## config.mk

```make
export PLATFORM = sky130hd
export DESIGN_NAME = sha256_round_ctrl
export DESIGN_NICKNAME = d
export VERILOG_FILES = /design/src/rtl/sha256_round_ctrl.sv
export SDC_FILE = /design/constraint.sdc
export NUM_CORES = 2
export LEC_CHECK = 0
export BUFFER_PORTS_ARGS = -buffer_cell sky130_fd_sc_hd__buf_2
export CAP_MARGIN = 20
export CORE_ASPECT_RATIO = 0.8
export CORE_MARGIN = 2
export CORE_UTILIZATION = 40
export DETAILED_ROUTE_END_ITERATION = 7
export SETUP_SLACK_MARGIN = 0.4
export SYNTH_ARGS = -nofsm -noshare
export SYNTH_HDL_FRONTEND = slang
export SYNTH_SLANG_ARGS = --single-unit
```

## constraint.sdc

```tcl
create_clock -name clk -period 15.22 [get_ports clk]
set_input_delay 1.522 -clock clk [delete_from_list [all_inputs] [get_ports clk]]
set_output_delay 1.522 -clock clk [all_outputs]
set_load 0.02 [all_outputs]
```

## src/rtl/sha256_round_ctrl.sv

```systemverilog
// SHA-256 compression round sequencer: loads a..h from the chaining value, runs 64
// rounds consuming W[t] over a valid/ready handshake, then adds the chaining value back.
module sha256_round_ctrl #(
   parameter int DATA_WIDTH = 32
) (
   input  logic                    clk,
   input  logic                    rst_n,
   input  logic                    start,
   input  logic [8*DATA_WIDTH-1:0] hash_in,
   input  logic [DATA_WIDTH-1:0]   w_in,
   input  logic                    w_valid,
   output logic                    w_ready,
   output logic [5:0]              round_idx,
   output logic                    busy,
   output logic                    done,
   output logic [8*DATA_WIDTH-1:0] hash_out
);

   typedef enum logic [1:0] {IDLE, ROUND, FINAL} state_t;

   localparam logic [31:0] K_TAB [64] = '{
      32'h428a2f98, 32'h71374491, 32'hb5c0fbcf, 32'he9b5dba5, 32'h3956c25b, 32'h59f111f1, 32'h923f82a4, 32'hab1c5ed5,
      32'hd807aa98, 32'h12835b01, 32'h243185be, 32'h550c7dc3, 32'h72be5d74, 32'h80deb1fe, 32'h9bdc06a7, 32'hc19bf174,
      32'he49b69c1, 32'hefbe4786, 32'h0fc19dc6, 32'h240ca1cc, 32'h2de92c6f, 32'h4a7484aa, 32'h5cb0a9dc, 32'h76f988da,
      32'h983e5152, 32'ha831c66d, 32'hb00327c8, 32'hbf597fc7, 32'hc6e00bf3, 32'hd5a79147, 32'h06ca6351, 32'h14292967,
      32'h27b70a85, 32'h2e1b2138, 32'h4d2c6dfc, 32'h53380d13, 32'h650a7354, 32'h766a0abb, 32'h81c2c92e, 32'h92722c85,
      32'ha2bfe8a1, 32'ha81a664b, 32'hc24b8b70, 32'hc76c51a3, 32'hd192e819, 32'hd6990624, 32'hf40e3585, 32'h106aa070,
      32'h19a4c116, 32'h1e376c08, 32'h2748774c, 32'h34b0bcb5, 32'h391c0cb3, 32'h4ed8aa4a, 32'h5b9cca4f, 32'h682e6ff3,
      32'h748f82ee, 32'h78a5636f, 32'h84c87814, 32'h8cc70208, 32'h90befffa, 32'ha4506ceb, 32'hbef9a3f7, 32'hc67178f2
   };

   state_t       state_reg;
   logic [5:0]   t_reg;
   logic [31:0]  wv_reg [8];
   logic [31:0]  chain_reg [8];
   logic [31:0]  hash_words [8];
   logic [255:0] sum_flat;
   logic [255:0] hash_out_reg;
   logic         done_reg;
   logic [31:0]  ch, maj, t1, t2;

   function automatic logic [31:0] big_sigma0(input logic [31:0] x);
      return {x[1:0], x[31:2]} ^ {x[12:0], x[31:13]} ^ {x[21:0], x[31:22]};
   endfunction

   function automatic logic [31:0] big_sigma1(input logic [31:0] x);
      return {x[5:0], x[31:6]} ^ {x[10:0], x[31:11]} ^ {x[24:0], x[31:25]};
   endfunction

   // Word 0 (H0 / a) lives in the most significant 32 bits of the flat buses.
   genvar gi;
   generate
      for (gi = 0; gi < 8; gi++) begin : g_words
         assign hash_words[gi]               = hash_in[255-32*gi -: 32];
         assign sum_flat[255-32*gi -: 32]    = chain_reg[gi] + wv_reg[gi];
      end
   endgenerate

   always_comb begin
      ch  = (wv_reg[4] & wv_reg[5]) ^ (~wv_reg[4] & wv_reg[6]);
      maj = (wv_reg[0] & wv_reg[1]) ^ (wv_reg[0] & wv_reg[2]) ^ (wv_reg[1] & wv_reg[2]);
      t1  = wv_reg[7] + big_sigma1(wv_reg[4]) + ch + K_TAB[t_reg] + w_in;
      t2  = big_sigma0(wv_reg[0]) + maj;
   end

   always_ff @(posedge clk or negedge rst_n) begin
      if (!rst_n) begin
         state_reg    <= IDLE;
         t_reg        <= '0;
         done_reg     <= 1'b0;
         hash_out_reg <= '0;
         for (int i = 0; i < 8; i++) begin
            wv_reg[i]    <= '0;
            chain_reg[i] <= '0;
         end
      end else begin
         done_reg <= 1'b0;
         case (state_reg)
            IDLE: begin
               if (start) begin
                  wv_reg    <= hash_words;
                  chain_reg <= hash_words;
                  t_reg     <= '0;
                  state_reg <= ROUND;
               end
            end
            ROUND: begin
               if (w_valid) begin
                  wv_reg[7] <= wv_reg[6];
                  wv_reg[6] <= wv_reg[5];
                  wv_reg[5] <= wv_reg[4];
                  wv_reg[4] <= wv_reg[3] + t1;
                  wv_reg[3] <= wv_reg[2];
                  wv_reg[2] <= wv_reg[1];
                  wv_reg[1] <= wv_reg[0];
                  wv_reg[0] <= t1 + t2;
                  // t saturates at 63; the last round hands over to FINAL instead.
                  if (t_reg == 6'd63) begin
                     state_reg <= FINAL;
                  end else begin
                     t_reg <= t_reg + 6'd1;
                  end
               end
            end
            FINAL: begin
               hash_out_reg <= sum_flat;
               done_reg     <= 1'b1;
               t_reg        <= '0;
               state_reg    <= IDLE;
            end
            default: state_reg <= IDLE;
         endcase
      end
   end

   assign w_ready   = (state_reg == ROUND);
   assign round_idx = (state_reg == ROUND) ? t_reg : 6'd0;
   assign busy      = (state_reg != IDLE);
   assign done      = done_reg;
   assign hash_out  = hash_out_reg;

endmodule

```

==> flow_summary.json <==
{
  "synth_edf_count": 0,
  "drive_above_1_share_pct": 16.30,
  "grt_setup_unrepaired": "no",
  "post_cts_resized": 0,
  "finClkSkew_ps": 64.47,
  "max_stage_delay_ps": 750,
  "wl_met2_um": 91630,
  "reg2reg_slack_ps": 6760,
  "worst_slew_pin_slew_ps": 1404,
  "r2r-start": "t_reg[1]",
  "cts_htree_levels": 3,
  "die_x_um": 417.6,
  "antenna_found_initial": 34,
  "synth_top_area_cell": "dfrtp_1",
  "die_h_um": 334.9,
  "dieArea_um2": 139900,
  "finalSetupViolCount": 0,
  "insertion_delay_ps": 730,
  "grt_pass1_wl_um": 313800,
  "hp-start": "hash_out[78]",
  "cts_setup_buffers": 0,
  "relSlewSlack_pct": 6.395,
  "criticalPathCategory": "flip-flop to flip-flop",
  "m1WireLength_um": 97610,
  "syn_area_per_cell_um2": 8.825,
  "period_minus_slack_ps": 8458,
  "drt-total-wl_um": 216100,
  "crit_buf_inv": 6,
  "rr_worst_depth": 37,
  "arrival_ps": 9060,
  "async_flop_share_pct": 100.0,
  "synth.top_cell.area_share_pct": 35.51,
  "grt_use_total_pct": 30.28,
  "path_depth": 37,
  "hpwl_um": 167400,
  "place_area_um2": 59040,
  "fin_area_um2": 62110,
  "nets": 7372,
  "path_clk_slew_ps": 70,
  "syn-cell-area_um2": 54750,
  "placed_cells": 8274,
  "drt_iter0_markers": 5034,
  "final_cells": 8449,
  "coreArea_um2": 136000,
  "ant_nets": 0,
  "cp_max_fo": 18,
  "grt_pass1_vias": 45890,
  "synth_cells": 6204,
  "yosysWarnings": 0,
  "dr.pass1.iters": 8,
  "maxCapViolCount": 0,
  "synth_ff_type": "dfrtp_1",
  "syn_to_final_growth_pct": 13.44,
  "min_path_cells": 2,
  "tritoncts": "done",
  "cp-end-kind": "flip-flop",
  "routedWlPerCell_um": 25.57,
  "wl_met3_um": 19640,
  "whs_endpoint": "hash_out[78]",
  "fmax_ghz": 0.1182,
  "synth_nets": 6993,
  "cts_root_buf": "clkbuf_16",
  "maxSlewViolCount": 0,
  "r2r-end": "wv_reg[254]",
  "ys_ff_latch": 777,
  "hold_class": "flip-flop to flip-flop",
  "initial_core_util_pct": 40.27,
  "cp-start-kind": "flip-flop",
  "clock-sinks": 777,
  "cts_hold_buffers": 0,
  "cts_buffer_depth": 3,
  "via_per_inst": 5.740,
  "fin_crit_sh_pct": 55.57,
  "pin_count": 557,
  "required_ps": 15820,
  "status": "completed",
  "yosysSeqAreaShare_pct": 35.51,
  "yosysUniqueCellTypes": 94,
  "grt_remaining_overflow": 0,
  "row_count": 121,
  "crit_path_top_delay_cell": "ha_1",
  "route.detailed.drc": 0,
  "gp_congestion": 0.9839,
  "crit_top_cell": "inv_1",
  "hold_viol": 0,
  "numCtsBuffers": 89,
  "dr_total_vias": 48500,
  "numPortBuffers": 556,
  "critPathTopFamily": "adder cells",
  "top_layer": "met5",
  "ys_top_cells_by_area": "dfrtp_1 (36%), ha_1 (8.3%), nand2_1 (6.4%)",
  "tns_ps": 0,
  "grt_max_degree": 203
}
-- per-layer routing --
layer	vias up	GRT usage, %
met5	-	0
met4	22	9.256
met3	310	6.842
met2	1977	44.11
met1	23900	44.37
li1	22300	-
-- cells in the mapped netlist, drive strengths merged, types with 157 or more instances --
master and n:
nand2 934, dfrtp 777, o21ai 527, nor2 428, inv 405, ha 364, a21oi 323, clkbuf 292
xnor2 264, mux2 258, a31oi 241, a21o 169, xor2 157
-- cell families after synthesis --
logic type / synth area share (%)
simple gates: 14.25
compound gates: 18.75
flops: 35.51
buf+inv: 5.165
fa+ha+maj: 13.24
xor+xnor: 6.847
mux: 6.243
-- cells in the final DEF, fill, tap and decap left out, types with 30 or more instances in the layout --
| cell | instances |
|---|---|
| buf_4 | 55 |
| nor2b_1 | 32 |
| nor3_1 | 69 |
| a21o_1 | 168 |
| o21a_1 | 48 |
| a31oi_1 | 241 |
| nand3_1 | 69 |
| inv_1 | 403 |
| o31ai_1 | 45 |
| dfrtp_1 | 772 |
| o21ai_1 | 67 |
| a21oi_1 | 320 |
| a211oi_1 | 52 |
| mux2_2 | 258 |
| o21ai_0 | 458 |
| ha_1 | 364 |
| xnor2_1 | 263 |
| o211ai_1 | 31 |
| nor2_1 | 427 |
| fa_1 | 133 |
| mux2i_1 | 31 |
| or3_1 | 46 |
| o22ai_1 | 42 |
| xor2_1 | 156 |
| and3_1 | 48 |
| buf_2 | 555 |
| nand2_1 | 934 |
| clkbuf_16 | 89 |
| nand2b_1 | 75 |
| o21bai_1 | 30 |
-- per-stage QoR --
step	utilization, %	worst slack, ps	hold slack, ps
after floorplan	-	7821	484.9
after global placement	43.43	7013	450.9
after detailed placement	43.43	6943	455.7
after CTS	45.65	6974	469.8
after global routing	45.68	6292	495.8
final	45.68	6762	462.5
-- worst max-delay path by stage --
stage	startpoint	endpoint	slack, ps
2_1_floorplan	w_in[2]	wv_reg[254]	7820
3_3_place_gp	w_in[2]	wv_reg[255]	7010
3_5_place_dp	w_in[2]	wv_reg[254]	6940
4_1_cts	t_reg[1]	wv_reg[254]	6970
5_1_grt	t_reg[3]	wv_reg[255]	6290
6_report	t_reg[1]	wv_reg[254]	6760
-- tightest hold or removal path, stage by stage, from the launching register on --
cell and delay, ps:
dfrtp_1 340, nand2_1 50, nand2_1 40
-- layout make-up --
class                      count  area (µm²)
fill                       13380       73840
clock buffer                 119        2490
clock inverter                38       530.5
tap                         1783        2231
multi-input combinational   4690       32520
antenna                       17       42.54
sequential                   777       19450
timing repair buffer         617        3313
inverter                     408        1536
Power is left out: the tool's default activity adds up to more than one toggle a clock period on the data nets, which glitch-free logic cannot reach.
